--- src/rtl/heart_timer.sv ---
// -----------------------------------------------------------------------------
// heart_timer -- W-bit interval counter with synchronous clear, synchronous
// load and a terminal-count compare.
//
// Parameters:
//   W     counter width
//   DOWN  0: count up when enabled, 1: count down when enabled
//
// Ports:
//   clk         clock, rising edge
//   rst_n       asynchronous active-low reset, counter -> 0
//   i_clr       synchronous clear (highest priority)
//   i_load      synchronous load of i_load_val
//   i_load_val  value loaded by i_load
//   i_en        count enable (lowest priority)
//   i_term_val  terminal value compared against the current count
//   o_count     current count
//   o_term      1 while o_count == i_term_val
// -----------------------------------------------------------------------------
module heart_timer #(
  parameter int W    = 16,
  parameter bit DOWN = 1'b0
) (
  input  logic         clk,
  input  logic         rst_n,
  input  logic         i_clr,
  input  logic         i_load,
  input  logic [W-1:0] i_load_val,
  input  logic         i_en,
  input  logic [W-1:0] i_term_val,
  output logic [W-1:0] o_count,
  output logic         o_term
);

  logic [W-1:0] r_count;

  // NOTE: sequential state uses non-blocking (<=) so every register samples
  // pre-edge values; blocking here would create order-dependent simulation.
  always_ff @(posedge clk or negedge rst_n) begin
    if (!rst_n) begin
      r_count <= '0;
    end else if (i_clr) begin
      r_count <= '0;
    end else if (i_load) begin
      r_count <= i_load_val;
    end else if (i_en) begin
      r_count <= DOWN ? (r_count - W'(1)) : (r_count + W'(1));
    end
  end

  assign o_count = r_count;
  assign o_term  = (r_count == i_term_val);

endmodule : heart_timer

--- config.mk ---
export PLATFORM = sky130hd
export DESIGN_NAME = heart_timer
export DESIGN_NICKNAME = d
export VERILOG_FILES = /design/src/rtl/heart_timer.sv
export SDC_FILE = /design/constraint.sdc
export NUM_CORES = 1
export LEC_CHECK = 0
export ABC_AREA = 1
export CAP_MARGIN = 30
export CORE_ASPECT_RATIO = 1.75
export CORE_MARGIN = 2
export CORE_UTILIZATION = 44
export DETAILED_ROUTE_END_ITERATION = 12
export PLACE_DENSITY = 0.78
export SYNTH_ARGS = -nofsm -noshare
export SYNTH_HDL_FRONTEND = slang
export SYNTH_SLANG_ARGS = --single-unit
--- constraint.sdc ---
create_clock -name clk -period 1.4 [get_ports clk]
set_input_delay 0.14 -clock clk [delete_from_list [all_inputs] [get_ports clk]]
set_output_delay 0.14 -clock clk [all_outputs]
set_load 0.02 [all_outputs]
==> impl_metrics.json, run 1 <==
{
  "holdCritPathClass": "primary input to async pin",
  "start_util_pct": 45.46,
  "r2r_setup_slack_ps": -20,
  "routed_wl_um": 4315,
  "switchingPower_mw": 0.4861,
  "p_int_mw": 0.9898,
  "cts_tree": "yes",
  "vias": 1696,
  "worstSetupPathType": "flip-flop to output pin",
  "power_frac_clock_pct": 24.9,
  "final_common_cell": "nand2_1",
  "die_h_um": 78.56,
  "final_cell_mix": "nand2_1, nor2_1, clkdlybuf4s50_1",
  "ctsHoldBuffers": 0,
  "dieArea_sq_um": 3661,
  "design_area_sq_um": 2236,
  "antennaDiodeCount": 0,
  "clock_latency_ps": 250,
  "rows": 27,
  "ys_seq_area_share_pct": 28.65,
  "firstDrtPassIters": 4,
  "cap_violations": 0,
  "port-buffer-count": 53,
  "area_growth_syn_to_layout_pct": 59.98,
  "setup-tns-final_ps": -138.6,
  "core_area_sq_um": 3074,
  "worst_pin_slew_ps": 237.6,
  "clkSinkCount": 16,
  "syn-num-nets": 251,
  "cp_max_fo": 2,
  "h-tree-depth": 1,
  "syn_area_per_cell_sq_um": 6.561,
  "setup_violations": 3,
  "power.total_mw": 1.476,
  "pwr-share-seq_pct": 35.9,
  "fmax_mhz": 661.2,
  "ys_async_sr_fraction_pct": 100.0,
  "gr-usage-all-layers_pct": 25.64,
  "p_leak_nw": 1.062,
  "die-width_um": 46.61,
  "drc": 0,
  "largest_reg_flops": 16,
  "first_iter_violations": 57,
  "powerDensity_nw_per_um2": 660.1,
  "worst_slack_ps": -112.5,
  "yosysWarnings": 0,
  "n_fill_cell": 264,
  "syn-cell-area_sq_um": 1398,
  "max_slew_margin_pct": 84.10,
  "ys_seq_elements": 16,
  "hold_violations": 0,
  "post_dp_cell_area_sq_um": 2155,
  "clk_pin_slew_worst_paths_ps": 70,
  "fin_skew_ps": 2.314,
  "reg2reg_depth": 9,
  "drive_gt1_share_pct": 21.38,
  "status": "finished, violations left",
  "synth_cells": 213,
  "wl_per_cell_um": 12.96,
  "grt_max_degree": 17,
  "r2r-end": "o_count[8]",
  "p_sw_share_pct": 32.94,
  "synth_edf_count": 0,
  "nNetsFinal": 329,
  "combPwrFrac_pct": 39.3,
  "arrival_ps": 1370,
  "clk_path_buf_depth": 2,
  "period_share_pct": 108.0,
  "fin_util_pct": 72.73,
  "rr_startpoint": "o_count[0]",
  "required_ps": 1260,
  "synth-main-ff-cell": "dfrtp_1",
  "period_minus_slack_ps": 1512,
  "cp-end-kind": "output pin",
  "grt_pass1_vias": 1698,
  "vias_per_cell": 5.093,
  "postRouteAntennaNets": 0,
  "cts_buffers": 3,
  "slew_violations": 0,
  "vdd_drop_max_uv": 568.8,
  "synth_cell_type_count": 29,
  "cts_root_buffer": "clkbuf_8",
  "hpwl_um": 3429,
  "violations": "negative setup slack",
  "place_congestion": 0.8819,
  "grt_pass1_wl_um": 6927,
  "io_pins": 54,
  "gr-total-overflow": 0,
  "holdWs_ps": 210.5,
  "cp-start-kind": "flip-flop",
  "rsz0062_at_grt": "true",
  "antenna_found_initial": 0
}
==> Yosys cell counts, types with 2 or more instances <==
cell type	instances	share of area, %
nand2_1	62	17
nor2_1	38	10
dfrtp_1	16	29
inv_1	14	3.8
nand3_1	14	5.0
xor2_1	12	7.5
o21ai_0	7	2.5
xnor2_1	6	3.8
nand4_1	5	2.2
or2_2	5	2.2
nor2_2	4	1.8
buf_4	3	1.6
nand2_2	3	1.3
nor3_1	3	1.1
buf_2	2	0.72
inv_2	2	0.54
nand3_2	2	1.4
nor2_4	2	1.6
o21ai_1	2	0.72
o31ai_1	2	1.1
==> metrics by stage <==
| step | instances | setup slack [ps] |
|---|---|---|
| final | 333 | -112.5 |
| after CTS | 333 | -123.9 |
| after detailed placement | 329 | -532.2 |
| after floorplan | 213 | 2.199 |
| after global routing | 333 | -175.7 |
| after global placement | 329 | -499.2 |
==> cell type report <==
cell class	instances	area, sq um	area share, %
inverters	16	60.06	2.686
clock buffers	4	45.04	2.015
multi-input cells	175	958.4	42.87
repair buffers	79	715.7	32.01
well taps	43	53.80	2.406
flip-flops and latches	16	402.9	18.02
==> worst max-delay path, cell delays in order, from the launching register on <==
cell	delay (ps)
dfrtp_2	440
xnor2_2	150
nand2_1	80
nor3_2	140
nand2_1	70
nor2_1	90
buf_4	150
==> repair_timing <==
action | CTS | global route
pin swaps | 1 | 2
setup buffers | 0 | 0
resized for setup | 26 | 10
endpoints found under the setup margin | 23 | 12
==> worst max path at each step <==
stage | from | end | slack [ps] | depth (start not counted)
2_1_floorplan | o_count[8] | o_term | 2 | 6
3_3_place_gp | i_term_val[0] | o_term | -500 | 7
3_5_place_dp | i_term_val[1] | o_term | -530 | 7
4_1_cts | o_count[0] | o_term | -120 | 6
5_1_grt | o_count[0] | o_term | -180 | 6
6_report | o_count[0] | o_term | -110 | 6
==> logic make-up (layout without fill, tap and decap cells) <==
| family | Yosys count | in the layout | share of synthesized area (%) |
|---|---|---|---|
| compound gates | 15 | 15 | 6.535 |
| fa+ha+maj | 1 | 1 | 0.8951 |
| buf+inv | 22 | 99 | 6.983 |
| flops | 16 | 16 | 28.65 |
| xor+xnor | 18 | 18 | 11.28 |
| simple gates | 141 | 141 | 45.66 |
==> metal layers <==
metal | track usage, % | vias to the layer above | share of wire, %
met2 | 48.19 | 62 | 56
met4 | 14.86 | 0 | 4.2
li1 | - | 827 | -
met5 | 0 | - | 0
met1 | 23.78 | 788 | 36
met3 | 3.218 | 19 | 4.5
==> power groups by stage <==
stage	combinational, mW	clock [mW]	sequential [mW]
2_1_floorplan	0.190	0	0.605
3_3_place_gp	0.574	0	0.534
3_5_place_dp	0.583	0	0.535
4_1_cts	0.572	0.362	0.528
5_1_grt	0.631	0.395	0.533
6_report	0.579	0.367	0.529
Note: power is estimated with default switching activity, not from simulation.
==> run 2, diff against run 1 <==
==> constraint.sdc (replaced) <==
create_clock -name clk -period 1.6 [get_ports clk]
set_input_delay 0.16 -clock clk [delete_from_list [all_inputs] [get_ports clk]]
set_output_delay 0.16 -clock clk [all_outputs]
set_load 0.02 [all_outputs]
==> impl_metrics.json, run 2 (synthesized netlist as in run 1, its figures left out) <==
{
  "fin_skew_ps": 6.019,
  "cap_violations": 0,
  "grt_pass1_wl_um": 6810,
  "reg2reg_depth": 9,
  "largest_reg_flops": 16,
  "clk_pin_slew_worst_paths_ps": 70,
  "vdd_drop_max_uv": 533.7,
  "cts_tree": "yes",
  "clkSinkCount": 16,
  "grtUsageMet1_pct": 24.61,
  "core_area_sq_um": 3074,
  "area_growth_syn_to_layout_pct": 61.15,
  "slowest_stage": "clkdlybuf4s50_1",
  "setup_violations": 0,
  "final_common_cell": "nand2_1",
  "dieArea_sq_um": 3661,
  "port-buffer-count": 53,
  "max_slew_margin_pct": 81.68,
  "wl_per_cell_um": 13.01,
  "n_fill_cell": 254,
  "use_met3_pct": 2.989,
  "cp_max_fo": 5,
  "period_minus_slack_ps": 1561,
  "ctsHoldBuffers": 0,
  "drive_gt1_share_pct": 19.59,
  "r2r_setup_slack_ps": 110,
  "crit_path_cell_trace": "buf_4, clkdlybuf4s50_1",
  "hold_violations": 0,
  "arrival_ps": 1400,
  "fmax_mhz": 640.7,
  "holdCritPathClass": "primary input to async pin",
  "grt_max_degree": 19,
  "worst_pin_slew_ps": 273.8,
  "rsz0062_at_grt": "true",
  "period_share_pct": 97.55,
  "cts_root_buffer": "clkbuf_8",
  "status": "finished clean",
  "hpwl_um": 3447,
  "antennaDiodeCount": 0,
  "die_h_um": 78.56,
  "critical_path.max_stage_delay_ps": 600,
  "h-tree-depth": 1,
  "start_util_pct": 45.46,
  "io_pins": 54,
  "required_ps": 1440,
  "gr-total-overflow": 0,
  "cp-start-kind": "flip-flop",
  "nNetsFinal": 330,
  "r2r-end": "o_count[8]",
  "routed_wl_um": 4345,
  "vias": 1682,
  "postRouteAntennaNets": 0,
  "powerDensity_nw_per_um2": 598.7,
  "worstSetupPathType": "flip-flop to output pin",
  "vias_per_cell": 5.036,
  "firstDrtPassIters": 4,
  "clk_path_buf_depth": 2,
  "cp-end-kind": "output pin",
  "grt_pass1_vias": 1642,
  "power.total_mw": 1.348,
  "setup-tns-final_ps": 0,
  "drc": 0,
  "final_cell_mix": "nand2_1, clkdlybuf4s50_1, nor2_1",
  "gr-usage-met2_pct": 47.36,
  "antenna_found_initial": 0,
  "p_leak_nw": 1.103,
  "place_congestion": 0.9125,
  "gr-usage-all-layers_pct": 25.41,
  "slew_violations": 0,
  "first_iter_violations": 37,
  "rows": 27,
  "cts_setup_buffers": 0,
  "rr_startpoint": "o_count[0]",
  "grt-busiest-layer": "met2",
  "cts_buffers": 3,
  "clock_latency_ps": 250,
  "cts_resized": 6,
  "die-width_um": 46.61
}
[run 2: changes by cell type in the layout (fill, tap and decap cells not counted), moves of 2 or more]
cell	change
o21ai_1	-2
nor2_4	-2
inv_1	+2
dlymetal6s2s_1	+6
inv_2	-2
o21ai_0	+2
dfrtp_1	+2
dlygate4sd2_1	-16
dfrtp_2	-2
clkdlybuf4s50_1	+10
[run 2: layout make-up]
| class | count | area, sq um | area share (%) |
|---|---|---|---|
| inverters | 16 | 60.06 | 2.667 |
| clock buffers | 4 | 55.05 | 2.444 |
| well taps | 43 | 53.80 | 2.389 |
| repair buffers | 80 | 758.2 | 33.67 |
| multi-input cells | 175 | 924.6 | 41.06 |
| flip-flops and latches | 16 | 400.4 | 17.78 |
[run 2: worst max-delay path, delay by kind of cell, from the launching register on]
| family | cells | cell delay (ps) |
|---|---|---|
| buffers and inverters | 2 | 760 |
| flip-flops | 1 | 390 |
[run 2: worst max-delay path by stage]
| stage | startpoint | endpoint | cells after the start | slack (ps) |
|---|---|---|---|---|
| floorplan | o_count[1] | o_count[14] | 8 | 140 |
| global placement | i_term_val[0] | o_term | 7 | -340 |
| detailed placement | i_term_val[0] | o_term | 7 | -350 |
| CTS | o_count[14] | o_count[14] | 2 | 4 |
| global route | o_count[0] | o_term | 6 | -10 |
| finish | o_count[5] | o_count[5] | 2 | 40 |
[run 2: power by group]
group	internal, mW	switching [mW]	leakage, nW	total, mW
sequential	0.436	0.0246	0.210	0.461
combinational	0.269	0.249	0.864	0.518
clock	0.219	0.151	0.0288	0.370
total	0.923	0.425	1.10	1.35
[run 2: layer usage]
| metal | up-vias | part of all wire (%) |
|---|---|---|
| li1 | 829 | - |
| met5 | - | 0 |
| met2 | 62 | 58 |
| met4 | 0 | 3.6 |
| met3 | 19 | 3.5 |
| met1 | 772 | 35 |
[run 2: per-stage QoR]
stage	std cells	worst slack (ps)	util [%]	cell area [sq um]	hold WS, ps
2_1_floorplan	213	144.0	-	1398	-135.6
3_3_place_gp	330	-339.2	70.25	2160	509.9
3_5_place_dp	330	-352.5	70.25	2160	517.0
4_1_cts	334	4.328	72.20	2220	245.2
5_1_grt	334	-12.24	73.26	2252	249.1
6_report	334	39.16	73.26	2252	236.3
